$ cat src/rtl/maxnet_engine.sv
// Iterative MAXNET winner-take-all engine, serial datapath, one multiplier.
// Ports: clk, rst_n, start, epsilon, a_in -> busy, done, out, out_idx, winner, timeout.
// Build option MAXNET_ITER_OUT_EN adds output iter_cnt[15:0] (iterations executed).
module maxnet_engine #(
  parameter int N        = 4,
  parameter int W        = 16,
  parameter int FRAC     = 8,
  parameter int MAX_ITER = 255
) (
  input  logic                 clk,
  input  logic                 rst_n,
  input  logic                 start,
  input  logic [W-1:0]         epsilon,
  input  logic [N*W-1:0]       a_in,
  output logic                 busy,
  output logic                 done,
  output logic [W-1:0]         out,
  output logic [$clog2(N)-1:0] out_idx,
  output logic                 winner,
  output logic                 timeout
`ifdef MAXNET_ITER_OUT_EN
  ,
  output logic [15:0]          iter_cnt
`endif
);

  localparam int IW = $clog2(N);
  localparam int CW = IW + 1;
  localparam int SW = W + IW;
  localparam int PW = W + SW;

  typedef enum logic [2:0] {
    IDLE, LOAD, CHECK, ACCUM, UPDATE, DONE
  } state_t;

  state_t         state;
  logic [W-1:0]   a [N];
  logic [W-1:0]   eps;
  logic [SW-1:0]  s;
  logic [IW-1:0]  k;
  logic [15:0]    iter;
  logic [CW-1:0]  cnt;
  logic [IW-1:0]  fidx;
  logic [W-1:0]   fval;
  logic           first;

  // Scan of the register file; only consulted for the first CHECK
  // after LOAD, later CHECKs use the counts gathered during UPDATE.
  logic [CW-1:0]  scnt;
  logic [IW-1:0]  sidx;
  logic [W-1:0]   sval;
  logic           sfound;

  always_comb begin
    scnt   = '0;
    sidx   = '0;
    sval   = '0;
    sfound = 1'b0;
    for (int i = 0; i < N; i++) begin
      if (a[i] != '0) begin
        scnt = scnt + 1'b1;
        if (!sfound) begin
          sfound = 1'b1;
          sidx   = IW'(i);
          sval   = a[i];
        end
      end
    end
  end

  logic [CW-1:0]  cc;
  logic [IW-1:0]  ci;
  logic [W-1:0]   cv;

  assign cc = first ? scnt : cnt;
  assign ci = first ? sidx : fidx;
  assign cv = first ? sval : fval;

  // Shared update datapath: S is frozen, so every element sees
  // iteration-t values even though they are rewritten serially.
  logic [SW-1:0]  diff;
  logic [PW-1:0]  prod;
  logic [PW-1:0]  p;
  logic [W-1:0]   na;

  assign diff = s - SW'(a[k]);
  assign prod = PW'(eps) * PW'(diff);
  assign p    = prod >> FRAC;
  assign na   = (PW'(a[k]) > p) ? a[k] - p[W-1:0] : '0;

  logic last;
  assign last = (k == IW'(N - 1));

  always_ff @(posedge clk or negedge rst_n) begin
    if (!rst_n) begin
      state   <= IDLE;
      for (int i = 0; i < N; i++) a[i] <= '0;
      eps     <= '0;
      s       <= '0;
      k       <= '0;
      iter    <= '0;
      cnt     <= '0;
      fidx    <= '0;
      fval    <= '0;
      first   <= 1'b0;
      busy    <= 1'b0;
      done    <= 1'b0;
      out     <= '0;
      out_idx <= '0;
      winner  <= 1'b0;
      timeout <= 1'b0;
`ifdef MAXNET_ITER_OUT_EN
      iter_cnt <= '0;
`endif
    end else begin
      done <= 1'b0;
      unique case (state)
        IDLE: begin
          if (start) begin
            state   <= LOAD;
            busy    <= 1'b1;
            out     <= '0;
            out_idx <= '0;
            winner  <= 1'b0;
            timeout <= 1'b0;
`ifdef MAXNET_ITER_OUT_EN
            iter_cnt <= '0;
`endif
          end
        end
        LOAD: begin
          for (int i = 0; i < N; i++) a[i] <= a_in[i*W +: W];
          eps   <= epsilon;
          iter  <= '0;
          first <= 1'b1;
          state <= CHECK;
        end
        CHECK: begin
          if (cc <= CW'(1) || iter == 16'(MAX_ITER)) begin
            state   <= DONE;
            out     <= (cc == '0) ? '0 : cv;
            out_idx <= (cc == '0) ? '0 : ci;
            winner  <= (cc == CW'(1));
            timeout <= (cc > CW'(1));
`ifdef MAXNET_ITER_OUT_EN
            iter_cnt <= iter;
`endif
          end else begin
            state <= ACCUM;
            s     <= '0;
            k     <= '0;
            iter  <= iter + 16'd1;
            cnt   <= '0;
            fidx  <= '0;
            fval  <= '0;
            first <= 1'b0;
          end
        end
        ACCUM: begin
          s <= s + SW'(a[k]);
          if (last) begin
            k     <= '0;
            state <= UPDATE;
          end else begin
            k <= k + 1'b1;
          end
        end
        UPDATE: begin
          a[k] <= na;
          if (na != '0) begin
            cnt <= cnt + 1'b1;
            // Ascending k: the first hit is the lowest index.
            if (cnt == '0) begin
              fidx <= k;
              fval <= na;
            end
          end
          if (last) begin
            k     <= '0;
            state <= CHECK;
          end else begin
            k <= k + 1'b1;
          end
        end
        DONE: begin
          done  <= 1'b1;
          busy  <= 1'b0;
          state <= IDLE;
        end
        default: state <= IDLE;
      endcase
    end
  end

endmodule

$ cat config.mk
export PLATFORM = sky130hd
export DESIGN_NAME = maxnet_engine
export DESIGN_NICKNAME = d
export VERILOG_FILES = /design/src/rtl/maxnet_engine.sv
export SDC_FILE = /design/constraint.sdc
export NUM_CORES = 1
export LEC_CHECK = 0
export CELL_PAD_IN_SITES_DETAIL_PLACEMENT = 0
export CELL_PAD_IN_SITES_GLOBAL_PLACEMENT = 2
export CORE_ASPECT_RATIO = 0.75
export CORE_MARGIN = 5
export CORE_UTILIZATION = 39
export CTS_CLUSTER_DIAMETER = 30
export DETAILED_ROUTE_END_ITERATION = 10
export GPL_TIMING_DRIVEN = 1
export PLACE_DENSITY = 0.93
export SLEW_MARGIN = 15
export SYNTH_ARGS = -nofsm -noshare
export SYNTH_HDL_FRONTEND = slang
export SYNTH_SLANG_ARGS = --single-unit
$ cat constraint.sdc
create_clock -name clk -period 15.2 [get_ports clk]
set_clock_uncertainty 0.1 [all_clocks]
set_input_delay 3.04 -clock clk [delete_from_list [all_inputs] [get_ports clk]]
set_output_delay 3.04 -clock clk [all_outputs]
set_load 0.005 [all_outputs]
Word level (Yosys, flattened, before mapping)

Index checks and enable logic that the tools add are counted.

Register bits after elaboration: 163
Input port bits: 83
Word-level logic and storage cells: 147

Add/subtract/negate cells: 9
$mul: 1
Magnitude comparators: 5
Eq/ne operators: 15
Multiplexer cells: 71
Bitwise logic cells: 1
Reduce and logical (&&, ||, !) cells: 26

Operators with widths:

| kind                                                  | count |
|---|---|
| two-way mux 16 bit                                    | 19 |
| one-hot mux 64 bit (2 select lines)                   | 1 |
| one-hot mux 16 bit (2 select lines)                   | 3 |
| nonzero test 16 bit                                   | 5 |
| bitwise mux 64 bit                                    | 1 |
| one-hot mux 18 bit (2 select lines)                   | 1 |
| multiplier 16 x 18 -> 34 bit                          | 1 |
| binary-select mux 16 bit (select 2 bit)               | 1 |
| demux 16 bit (select 2 bit)                           | 1 |
| two-way mux 3 bit                                     | 10 |
| greater-than comparator 16 x 26 -> 1 bit              | 1 |
| two-way mux 2 bit                                     | 12 |
| adder 18 x 16 -> 18 bit                               | 1 |
| two-way mux 18 bit                                    | 1 |
| subtractor 18 x 16 -> 18 bit                          | 1 |
| adder 16 x 1 -> 16 bit (second input constant)        | 1 |
| equality test 16 x 8 -> 1 bit (second input constant) | 1 |
| subtractor 16 bit                                     | 1 |
| one-hot mux 3 bit (5 select lines)                    | 1 |
| inequality test 2 bit (second input constant)         | 7 |
| nonzero test 2 bit                                    | 7 |
| adder 3 x 1 -> 3 bit (second input constant)          | 4 |
| two-way mux 1 bit                                     | 12 |
| one-hot mux 2 bit (2 select lines)                    | 3 |
| other kinds (19)                                      | 32 |

Longest topological paths before layout

Word-level depth: 13
Gate-level depth with buffers: 50
Depth with buffers taken out: 45

Worst setup path after synthesis

Ideal clock, no wire load.

Kind: register to register
Start: register k[0]
End: register fval[6]
Arrival: 12.034 ns
Required time: 14.953 ns
Path slack: 2.919 ns
Stages on the path, launching flop included: 50
Path buffers: 6
Period minus slack after synthesis: 12.281 ns
Cells stage by stage: dfrtp_1 > clkbuf_1 > buf_1 > mux4_2 > ha_1 > fa_1 > nor2b_1 > o21ai_0 > a21boi_0 > o21ai_0 > a21boi_0 > o21ai_0 > a21o_1 > a21oi_1 > a2111oi_0 > nor3_1 > clkbuf_1 > nand2_1 > [... 14 more ...] > and2_1 > a21oi_1 > xnor2_1 > ha_1 > buf_1 > nand4_1 > inv_1 > o2111ai_1 > a31oi_1 > or3_1 > o2111ai_1 > a21oi_1 > or4b_1 > or4_1 > buf_2 > a211oi_4 > buf_6 > o22ai_2

Cells in the longest elaborated chain, start to end: 11
Elaborated cells on any way between the ends: 15
Classes of those cells: add/sub: 2; mul: 1; order compare: 1; eq/ne: 1; mux: 7; bitwise: 1; reduce/logical: 2

Ends and longest elaborated chain:

| element                                                                                     | RTL line | RTL |
|---|---|---|
| start: declaration                                                                          | 40       | `logic [IW-1:0] k;` |
| start signal: assignment                                                                    | 165      | `k <= k + 1'b1;` |
| start signal: assignment                                                                    | 182      | `k <= k + 1'b1;` |
| NOT 2 -> 3 bit (not written as such) (*)                                                    | 86, 89   |  |
| binary-select mux 16 bit (select 2 bit) (*)                                                 | 86, 89   |  |
| two-way mux 16 bit (not written as such) (*) (2 in a row)                                   | 86, 89   |  |
| subtractor 18 x 16 -> 18 bit                                                                | 86       | `assign diff = s - SW'(a[k]);` |
| multiplier 16 x 18 -> 34 bit                                                                | 87       | `assign prod = PW'(eps) * PW'(diff);` |
| greater-than comparator 16 x 26 -> 1 bit or subtractor 16 bit (tied branches)               | 89       | `assign na = (PW'(a[k]) > p) ? a[k] - p[W-1:0] : '0;` |
| two-way mux 16 bit (*)                                                                      | 89       |  |
| nonzero test 16 bit or two-way mux 16 bit (tied branches)                                   | 170, 173 |  |
| inequality test 2 bit (no source line) or two-way mux 16 bit (tied branches)                | -        |  |
| AND reduction 4 bit (no source line) or one-hot mux 16 bit (2 select lines) (tied branches) | -        |  |
| end signal: assignment                                                                      | 175      | `fval <= na;` |
| end: declaration                                                                            | 44       | `logic [W-1:0] fval;` |

Every way passes the cells marked *; elsewhere a longest branch is shown, timed or not. The select of a mux whose other input is x is not followed.
A chain may end at the register's enable or synchronous reset.

Worst setup path after layout

Start: register k[0]
End: register fval[14]

Same word-level chain as after synthesis.

==> impl_metrics.tcl <==
set metrics [dict create \
    critPathCaptureType "flip-flop" \
    antenna_found_initial 0 \
    synth_area_um2 19800 \
    wl_per_cell_um 20.8 \
    ys_ff_latch 163 \
    synth_seq_area_share_pct 20.6 \
    max_slew_margin_pct 13.8 \
    tns_ns 0 \
    cts_setup_buffers 0 \
    area_delta_synth_final_pct 12.1 \
    tightest_slew_ns 1.29 \
    cts_tree "yes" \
    grt_pass1_wl_mm 96.5 \
    globalRouteOverflowTotal 0 \
    use_met3_pct 5.92 \
    vias_per_cell 5.62 \
    seqCellArea_um2 4080 \
    clock_sinks 163 \
    io_buffers 104 \
    synth_top_area_share_pct 22.6 \
    root_buffer "clkbuf_16" \
    critical-path-max-stage-delay_ns 0.85 \
    cts-buffers-inserted 17 \
    filler_cell_count 4902 \
    coreArea_um2 50200 \
    drt-total-wl_mm 61.9 \
    synth_ff_type "dfrtp_1" \
    place_hpwl_mm 48.8 \
    io_pins 105 \
    dieArea_um2 55500 \
    multiInputGateArea_um2 14100 \
    drtIter0Drc 1760 \
    hp-class "reg2reg" \
    die-height_um 205 \
    grt_use_met1_pct 34.7 \
    fin_crit_sh_pct 87.1 \
    drtAntennaViolNets 0 \
    drt_first_pass_iters 6 \
    htreeDepth 4 \
    slew_violations 0 \
    grt_pass1_vias 16600 \
    fin_nets 2780 \
    synth_area_leaders "fa_1 (23%), dfrtp_1 (21%), ha_1 (10%), inv_1 (6.4%), nand2_1 (5.6%)" \
    yosys.area.top_type "fa_1" \
    outcome "finished clean" \
    ys_types 79 \
    grt_use_met2_pct 31.2 \
    hold_viol 0 \
    rsz0062_at_grt "no" \
    cts_buffer_depth 2 \
    worstPathRequired_ns 15.40 \
    crit_fanout 18 \
    syn_area_per_cell_um2 8.77 \
    num_rows 71 \
    grt_busiest_layer "met1" \
    critical_path_class "reg2reg" \
    max_cap_viol_count 0 \
    syn_nets 2731 \
    syn_inst 2261 \
    setup_viol 0 \
    fmax_mhz 75.6 \
    yosysWarnings 0 \
    track_usage_pct 22.2 \
    arrival_ns 13.43 \
    async_reset_ff_share_pct 100 \
    cts_resized 0 \
    drc 0 \
    synth_edf_count 0 \
    die_x_um 270 \
    clk_latency_ns 0.47 \
    critPathLaunchType "flip-flop" \
    crit_slowest_cell "or4_1" \
    clk_pin_slew_worst_paths_ns 0.08 \
    grt_max_degree 91 \
    ctsHoldBuffers 0 \
    cpMostUsedCell "fa_1" \
    drive_above_1_share_pct 5.21 \
    vias 16800 \
    n_antenna_cell 0 \
    gp_congestion 0.964 \
    start_util_pct 39.5 \
    period_minus_slack_ns 13.23 \
]
## worst paths after layout
kind,from,endpoint,slack [ns],cells after the start
max in group asynchronous,rst_n,a[15],10.84,2
min in group asynchronous,rst_n,out[14],2.56,1
max,k[0],fval[14],1.97,44
min reg2reg,out[3],out[3],0.38,2
max reg2reg,k[0],fval[14],1.97,44
min,out[3],out[3],0.38,2
## per-stage QoR
step	hold WS [ns]	cells	util (%)	area, µm²	setup WS [ns]
after floorplan	0.373	2261	-	19800	2.92
after global placement	0.363	2948	43.0	21600	2.37
after detailed placement	0.367	2948	43.0	21600	1.99
after CTS	0.386	2980	44.3	22200	1.94
after global routing	0.415	2980	44.3	22200	1.06
final	0.381	2980	44.3	22200	1.97
## registers in the layout (all words and copies together) (netlist names)
signal,count
k,2
winner,1
s,18
eps,16
iter,16
done,1
out_idx,2
out,16
timeout,1
first,1
cnt,3
busy,1
fidx,2
a,64
state,3
fval,16
## cell families (layout without fill, tap and decap cells)
| group | count (synthesis) | count (layout) | synth area share (%) |
|---|---|---|---|
| adders and majority gates | 387 | 387 | 32.9 |
| xor gates and xnor gates | 65 | 65 | 2.87 |
| AOI/OAI and AO/OA | 493 | 493 | 16.2 |
| buffers and inverters | 454 | 516 | 8.66 |
| and+or+nand+nor | 678 | 678 | 16.8 |
| DFF | 163 | 163 | 20.6 |
| muxes | 21 | 21 | 2.08 |
## synthesized netlist by cell type (21+ instances only)
cell type / count
a211oi_1: 21
a21oi_1: 88
a22oi_1: 66
and2_1: 94
clkbuf_1: 97
dfrtp_1: 163
fa_1: 224
ha_1: 163
inv_1: 340
nand2_1: 295
nand2b_1: 23
nand3_1: 45
nor2_1: 69
nor2b_1: 32
nor3_1: 21
o21ai_0: 139
o31ai_1: 25
xnor2_1: 29
xor2_1: 36
## placed cells by master, fill, tap and decap left out, types with 11 or more instances in the layout
cell and count:
o22ai_1 19, nor2b_1 32, nor3_1 20, clkdlybuf4s50_1 103
or3_1 13, inv_1 340, o21ai_0 139, xnor2_1 26
a22oi_1 66, nor2_1 68, buf_4 40, fa_1 224
a211oi_1 21, and2_1 94, o21bai_1 11, xor2_1 35
nand2b_1 23, nand4_1 12, a21o_1 20, dfrtp_1 163
o31ai_1 24, a21oi_1 87, nand3_1 45, o21a_1 14
o211ai_1 11, nor4_1 20, nand2_1 295, mux4_2 16
and3_1 18, clkbuf_16 17, a21boi_0 13, ha_1 163
## per-layer routing
metal,up-vias,routed length [µm]
li1,7626,-
met1,8412,29900
met2,671,25100
met3,51,6150
met4,0,811
met5,-,0
## layout make-up
cell class | instances | area share, %
clock buffers | 17 | 1.91
clock inverters | 15 | 0.895
inverters | 340 | 5.74
multi-input cells | 1644 | 63.4
flip-flops and latches | 163 | 18.3
well taps | 657 | 3.70
repair buffers | 144 | 6.04
## critical path, delay by kind of cell (launching register included)
kind | cells | cell delay (ns)
XOR/XNOR | 2 | 0.88
AND/OR/NAND/NOR | 10 | 2.40
multiplexers | 1 | 0.60
flip-flops | 1 | 0.62
AO/OA/AOI/OAI | 16 | 3.82
buffers and inverters | 6 | 0.65
adder cells (fa/ha/maj) | 9 | 3.97
Power is left out: the tool's default activity adds up to more than one toggle a clock period on the data nets, which glitch-free logic cannot reach.
==> variant 1 (config.mk and constraints unchanged) <==
The parameter `N` goes from 4 to 8.
--- a/src/rtl/maxnet_engine.sv
+++ b/src/rtl/maxnet_engine.sv
@@ -4,3 +4,3 @@
 module maxnet_engine #(
-  parameter int N        = 4,
+  parameter int N        = 8,
   parameter int W        = 16,
Ports: changed (resized a_in and out_idx); port bits go from 105 to 170. The function was not compared with the original's and may differ.
==> variant 1 against the unedited design <==
Worst hold slack about the same; cell area increased by 36%; sequential cell count grew 69; count of clock-buffer cells in the layout grew 50; utilization rose by 2.2 points; setup slack worse by 1.0 ns; synthesized cell count up 35%; routed wire length is 63% higher; synthesized area rose by 29%.
Power is left out: the tool's default activity adds up to more than one toggle a clock period on the data nets, which glitch-free logic cannot reach.
==> variant 1: results (changes against the unedited design) <==
{| class="wikitable"
! Metric !! Value
|-
| Result of the run || complete, no violations
|-
| Overall routing resource usage || 28.0% (+5.8 points)
|-
| Via count of the first global-routing pass || 23.7k (+43%)
|-
| Synthesized netlist net count || 3,615 (+32%)
|-
| Slowest library cell on the worst path || sky130_fd_sc_hd__dfrtp_2
|-
| Detail Placement HPWL || 79,000 um (+62%)
|-
| Weighted congestion reported at the end of routability-driven placement || 1.04 (+7.8%)
|-
| Pin count of the biggest net entering global routing || 105 (+15%)
|-
| Global-route wire length before repair || 152,000 um (+58%)
|-
| Setup slack on the worst flop-to-flop path || 0.95 ns (-1.02 ns)
|-
| Cell depth of the worst hold path || 1 (-1)
|-
| Library cell used as clock root buffer || sky130_fd_sc_hd__clkbuf_16
|-
| Max clock buf depth || 3 (+1)
|-
| Fraction of final layout cells sized beyond drive strength 1 || 7.62% (+2.4 points)
|-
| Worst Path Max Fanout || 27 (+9)
|-
| Startpoint of the lowest-slack hold path || out[8]
|-
| Max-Slew Margin vs Limit || 22.4% (+8.5 points)
|-
| Register clock-pin slew on the reported worst setup and hold paths || 0.05 ns (-0.03 ns)
|-
| Initial antenna violation count || 5 (+5)
|-
| Number of detailed-route iterations in the first pass || 5 (-1)
|-
| Worst min-delay path class || flip-flop to flip-flop
|-
| Largest registers in the final layout || a x128, s x19
|-
| Sequential element share of the synthesized area || 22.6% (+2.1 points)
|-
| I/O Buffers || 169 (+63%)
|-
| Top cells by area in the synthesized netlist || sky130_fd_sc_hd__dfrtp_1, sky130_fd_sc_hd__fa_1, sky130_fd_sc_hd__ha_1
|-
| Depth of the worst register-to-register path || 46 (+4.5%)
|-
| Crit-path max cell delay || 0.78 ns (-0.07 ns)
|-
| Worst R2R End || a[68]
|-
| Number of flops mapped to enable cells by yosys || 0 (unchanged)
|-
| Number of buffers added by the clock tree synthesis step || 59 (+42)
|-
| Average vias per placed instance || 5.75 (+2.2%)
|-
| Warning count from the yosys run || 0 (unchanged)
|-
| CP Data Arrival Time || 14.68 ns (+1.25 ns)
|-
| Clock network latency to the later pin of the worst-skew pair || 0.62 ns (+0.15 ns)
|-
| Share of synthesized flip-flops with an asynchronous set or reset || 100% (unchanged)
|-
| Hold EP || out[8]
|-
| Most used standard cells in the synthesized netlist || sky130_fd_sc_hd__nand2_1, sky130_fd_sc_hd__inv_1, sky130_fd_sc_hd__nor2_1
|-
| Reg-to-reg critical path startpoint || k[0]
|-
| Total detailed-routing wirelength || 101,000 um (+63%)
|-
| Detailed router's first-iteration violation count || 2,250 (+28%)
|-
| CTS H-tree depth || 2 (-2)
|-
| Post-layout net count || 3,720 (+34%)
|-
| Yosys cell types || 88 (+11%)
|}
variant 1: cell count changes in the layout (fill, tap and decap cells not counted), sizes merged, moves of 22 or more:
| cell | before | now |
|---|---|---|
| nor2 | 69 | 263 |
| dfrtp | 163 | 232 |
| mux2 | 1 | 61 |
| a21oi | 89 | 172 |
| nor3 | 21 | 61 |
| nand3 | 45 | 22 |
| nand2 | 295 | 418 |
| clkdlybuf4s50 | 103 | 168 |
| clkbuf | 17 | 67 |
| o21ai | 143 | 199 |
| xnor2 | 29 | 51 |
| mux2i | 4 | 36 |
variant 1: kinds of logic after synthesis:
group           synth area share (%)
simple gates                    19.0
compound gates                  17.0
buf+inv                         7.79
fa+ha+maj                       26.7
flops                           22.6
mux                             4.11
xor+xnor                        2.78
variant 1: how the worst max path moves through the flow:
| stage | startpoint | slack, ns | endpoint | depth (start not counted) |
|---|---|---|---|---|
| 3_3_place_gp | k[0] | 1.45 | fval[9] | 46 |
| 5_1_grt | k[0] | 0.19 | a[68] | 45 |
| 4_1_cts | k[0] | 0.90 | fval[1] | 48 |
| 6_report | k[0] | 0.95 | a[68] | 46 |
| 3_5_place_dp | k[0] | 1.02 | fval[1] | 47 |
| 2_1_floorplan | k[0] | 2.74 | fidx[0] | 52 |
variant 1: cell type report:
cell class	instances	area, um^2
diodes	2	5.00
clock buffers	67	1550
clock inverters	43	571
fillers	6346	34900
inverters	350	1310
multi-input cells	2309	17900
flip-flops and latches	232	5810
well taps	871	1090
repair buffers	216	2060
variant 1: worst max-delay path: cells and delay by family, from the launching register on:
| family | cells | cell delay [ns] |
|---|---|---|
| compound gates | 18 | 4.90 |
| fa+ha+maj | 9 | 4.08 |
| simple gates | 12 | 3.17 |
| flops | 1 | 0.78 |
| buf+inv | 5 | 0.64 |
| mux | 1 | 0.25 |
| xor+xnor | 1 | 0.17 |
variant 1: metal layers:
| layer | track usage, % | up-vias | wire [um] |
|---|---|---|---|
| met4 | 6.06 | 4 | 2200 |
| met3 | 10.1 | 132 | 11800 |
| met2 | 38.6 | 1042 | 40000 |
| li1 | - | 10500 | - |
| met1 | 41.8 | 11800 | 46600 |
| met5 | 1.30 | - | 150 |
variant 1: timing repair:
action / in CTS / in global routing
buffers inserted: 0 / 7
endpoints found under the setup margin: 0 / 10
hold buffers: 0 / 0
gates resized for setup: 0 / 1
variant 1: per-stage QoR:
stage | std cells | setup WS (ns) | area, um^2 | hold slack [ns]
after floorplan | 3063 | 2.74 | 25700 | 0.345
after global placement | 3971 | 1.45 | 28100 | 0.369
after CTS | 4081 | 0.903 | 30200 | 0.385
after global routing | 4089 | 0.188 | 30300 | 0.395
after detailed placement | 3971 | 1.02 | 28100 | 0.375
final | 4090 | 0.950 | 30300 | 0.381
==> variant 2 (config.mk and constraints unchanged) <==
Without the edit above. Re-encode `state_t` (6 states) as one-hot, 6 bits wide.
--- a/src/rtl/maxnet_engine.sv
+++ b/src/rtl/maxnet_engine.sv
@@ -31,4 +31,4 @@
 
-  typedef enum logic [2:0] {
-    IDLE, LOAD, CHECK, ACCUM, UPDATE, DONE
+  typedef enum logic [5:0] {
+    IDLE = 6'b000001, LOAD = 6'b000010, CHECK = 6'b000100, ACCUM = 6'b001000, UPDATE = 6'b010000, DONE = 6'b100000
   } state_t;
Check against the original RTL: no difference found for any inputs over 4 cycles, from zero or initial values and one cycle with rst_n low; so few cycles prove little.
==> variant 2 against the unedited design <==
Setup slack improved by 0.63 ns; cell area increased by 1.7%; global-route usage increased by 0.22 points; critical path depth decreased by 1; synthesized area increased by 1.9%; sequential cell count increased by 3; final cell count increased by 2.8%; synthesized cell count increased by 2.2%; routed wire length increased by 2.4%.
Power is left out: the tool's default activity adds up to more than one toggle a clock period on the data nets, which glitch-free logic cannot reach.
==> variant 2: results (changes against the unedited design) <==
{| class="wikitable"
! Metric !! Value
|-
| DR vias || 17.1k (+2.0%)
|-
| Met3 wirelength from detailed routing || 5870 um (-4.5%)
|-
| Mux contribution to synthesized area || 3.03% (+0.96 points)
|-
| Routed met2 length || 26,200 um (+4.5%)
|-
| Overall routing resource usage || 22.4% (+0.22 points)
|-
| Routed metal-1 wirelength || 30,400 um (+1.6%)
|-
| Synth Area in XOR/XNOR || 3.03% (+0.16 points)
|-
| Detail Placement HPWL || 49,600 um (+1.7%)
|-
| Startpoint of the lowest-slack hold path || out[11]
|-
| Fraction of final layout cells sized beyond drive strength 1 || 5.47% (+0.26 points)
|-
| Tightest Pin Transition || 1.26 ns (-0.0283 ns)
|-
| Result of the run || complete, no violations
|-
| Fin cells || 3,064 (+2.8%)
|-
| Compound-gate portion of the synthesized area || 14.7% (-1.5 points)
|-
| Mean post-synth cell area || 8.75 um^2 (-0.23%)
|-
| Top cells by area in the synthesized netlist || sky130_fd_sc_hd__fa_1, sky130_fd_sc_hd__dfrtp_1, sky130_fd_sc_hd__ha_1
|-
| Post-synthesis adder-cell area fraction || 32.3% (-0.62 points)
|-
| Worst R2R End || a[5]
|-
| Placed Cells || 3,029 (+2.7%)
|-
| Setup slack on the worst flop-to-flop path || 2.60 ns (+0.63 ns)
|-
| CP Data Arrival Time || 12.87 ns (-0.56 ns)
|-
| Weighted congestion reported at the end of routability-driven placement || 0.968 (+0.37%)
|-
| Total detailed-routing wirelength || 63,400 um (+2.4%)
|-
| Filler Cells Inserted || 5,126 (+4.6%)
|-
| Pin count of the biggest net entering global routing || 107 (+18%)
|-
| Sequential element share of the synthesized area || 20.6% (about the same)
|-
| Uppermost routed layer || met5
|-
| Initial antenna violation count || 1 (+1)
|-
| Crit-path max cell delay || 0.78 ns (-0.07 ns)
|-
| Synthesized netlist net count || 2,780 (+1.8%)
|-
| Most used standard cells in the synthesized netlist || sky130_fd_sc_hd__inv_1, sky130_fd_sc_hd__nand2_1, sky130_fd_sc_hd__fa_1
|}
-- variant 2: layout make-up --
cell class / count / area share (%)
multi-input cells: 1698 / 63.7
flip-flops and latches: 166 / 18.4
repair buffers: 140 / 5.81
inverters: 322 / 5.35
well taps: 703 / 3.89
clock buffers: 17 / 1.88
clock inverters: 15 / 0.924
diodes: 3 / 0.0332
-- variant 2: metal layers --
metal  global-route usage [%]  vias to the layer above
li1                         -                     7793
met1                     34.2                     8577
met2                     32.0                      652
met3                     6.48                       73
met4                     3.86                        2
met5                        0                        -
-- variant 2: cells by family after synthesis --
logic type,Yosys count
and+or+nand+nor,728
muxes,39
xor gates and xnor gates,70
adders and majority gates,387
buffers and inverters,446
DFF,166
AOI/OAI and AO/OA,474
-- variant 2: critical path: cells and delay by family, from the launching register on --
family / cells / cell delay (ns)
buf+inv: 5 / 1.10
fa+ha+maj: 9 / 4.05
xor+xnor: 2 / 0.39
simple gates: 8 / 1.29
mux: 1 / 0.68
flops: 1 / 0.78
compound gates: 18 / 4.06
-- variant 2: worst max-delay path by stage --
stage               start     end  cells past startpoint
floorplan            k[0]  cnt[0]                     45
finish               k[0]    a[5]                     43
global placement     k[0]    a[8]                     43
detailed placement   k[0]    a[5]                     43
global route         k[0]   a[11]                     43
CTS                  k[0]    a[5]                     43
-- variant 2: per-stage QoR --
step	utilization, %	setup slack (ns)	area [um^2]
floorplan	-	3.59	20200
global placement	42.7	2.55	22000
detailed placement	42.7	2.29	22000
CTS	43.9	2.23	22600
global route	43.9	1.85	22600
finish	43.9	2.60	22600
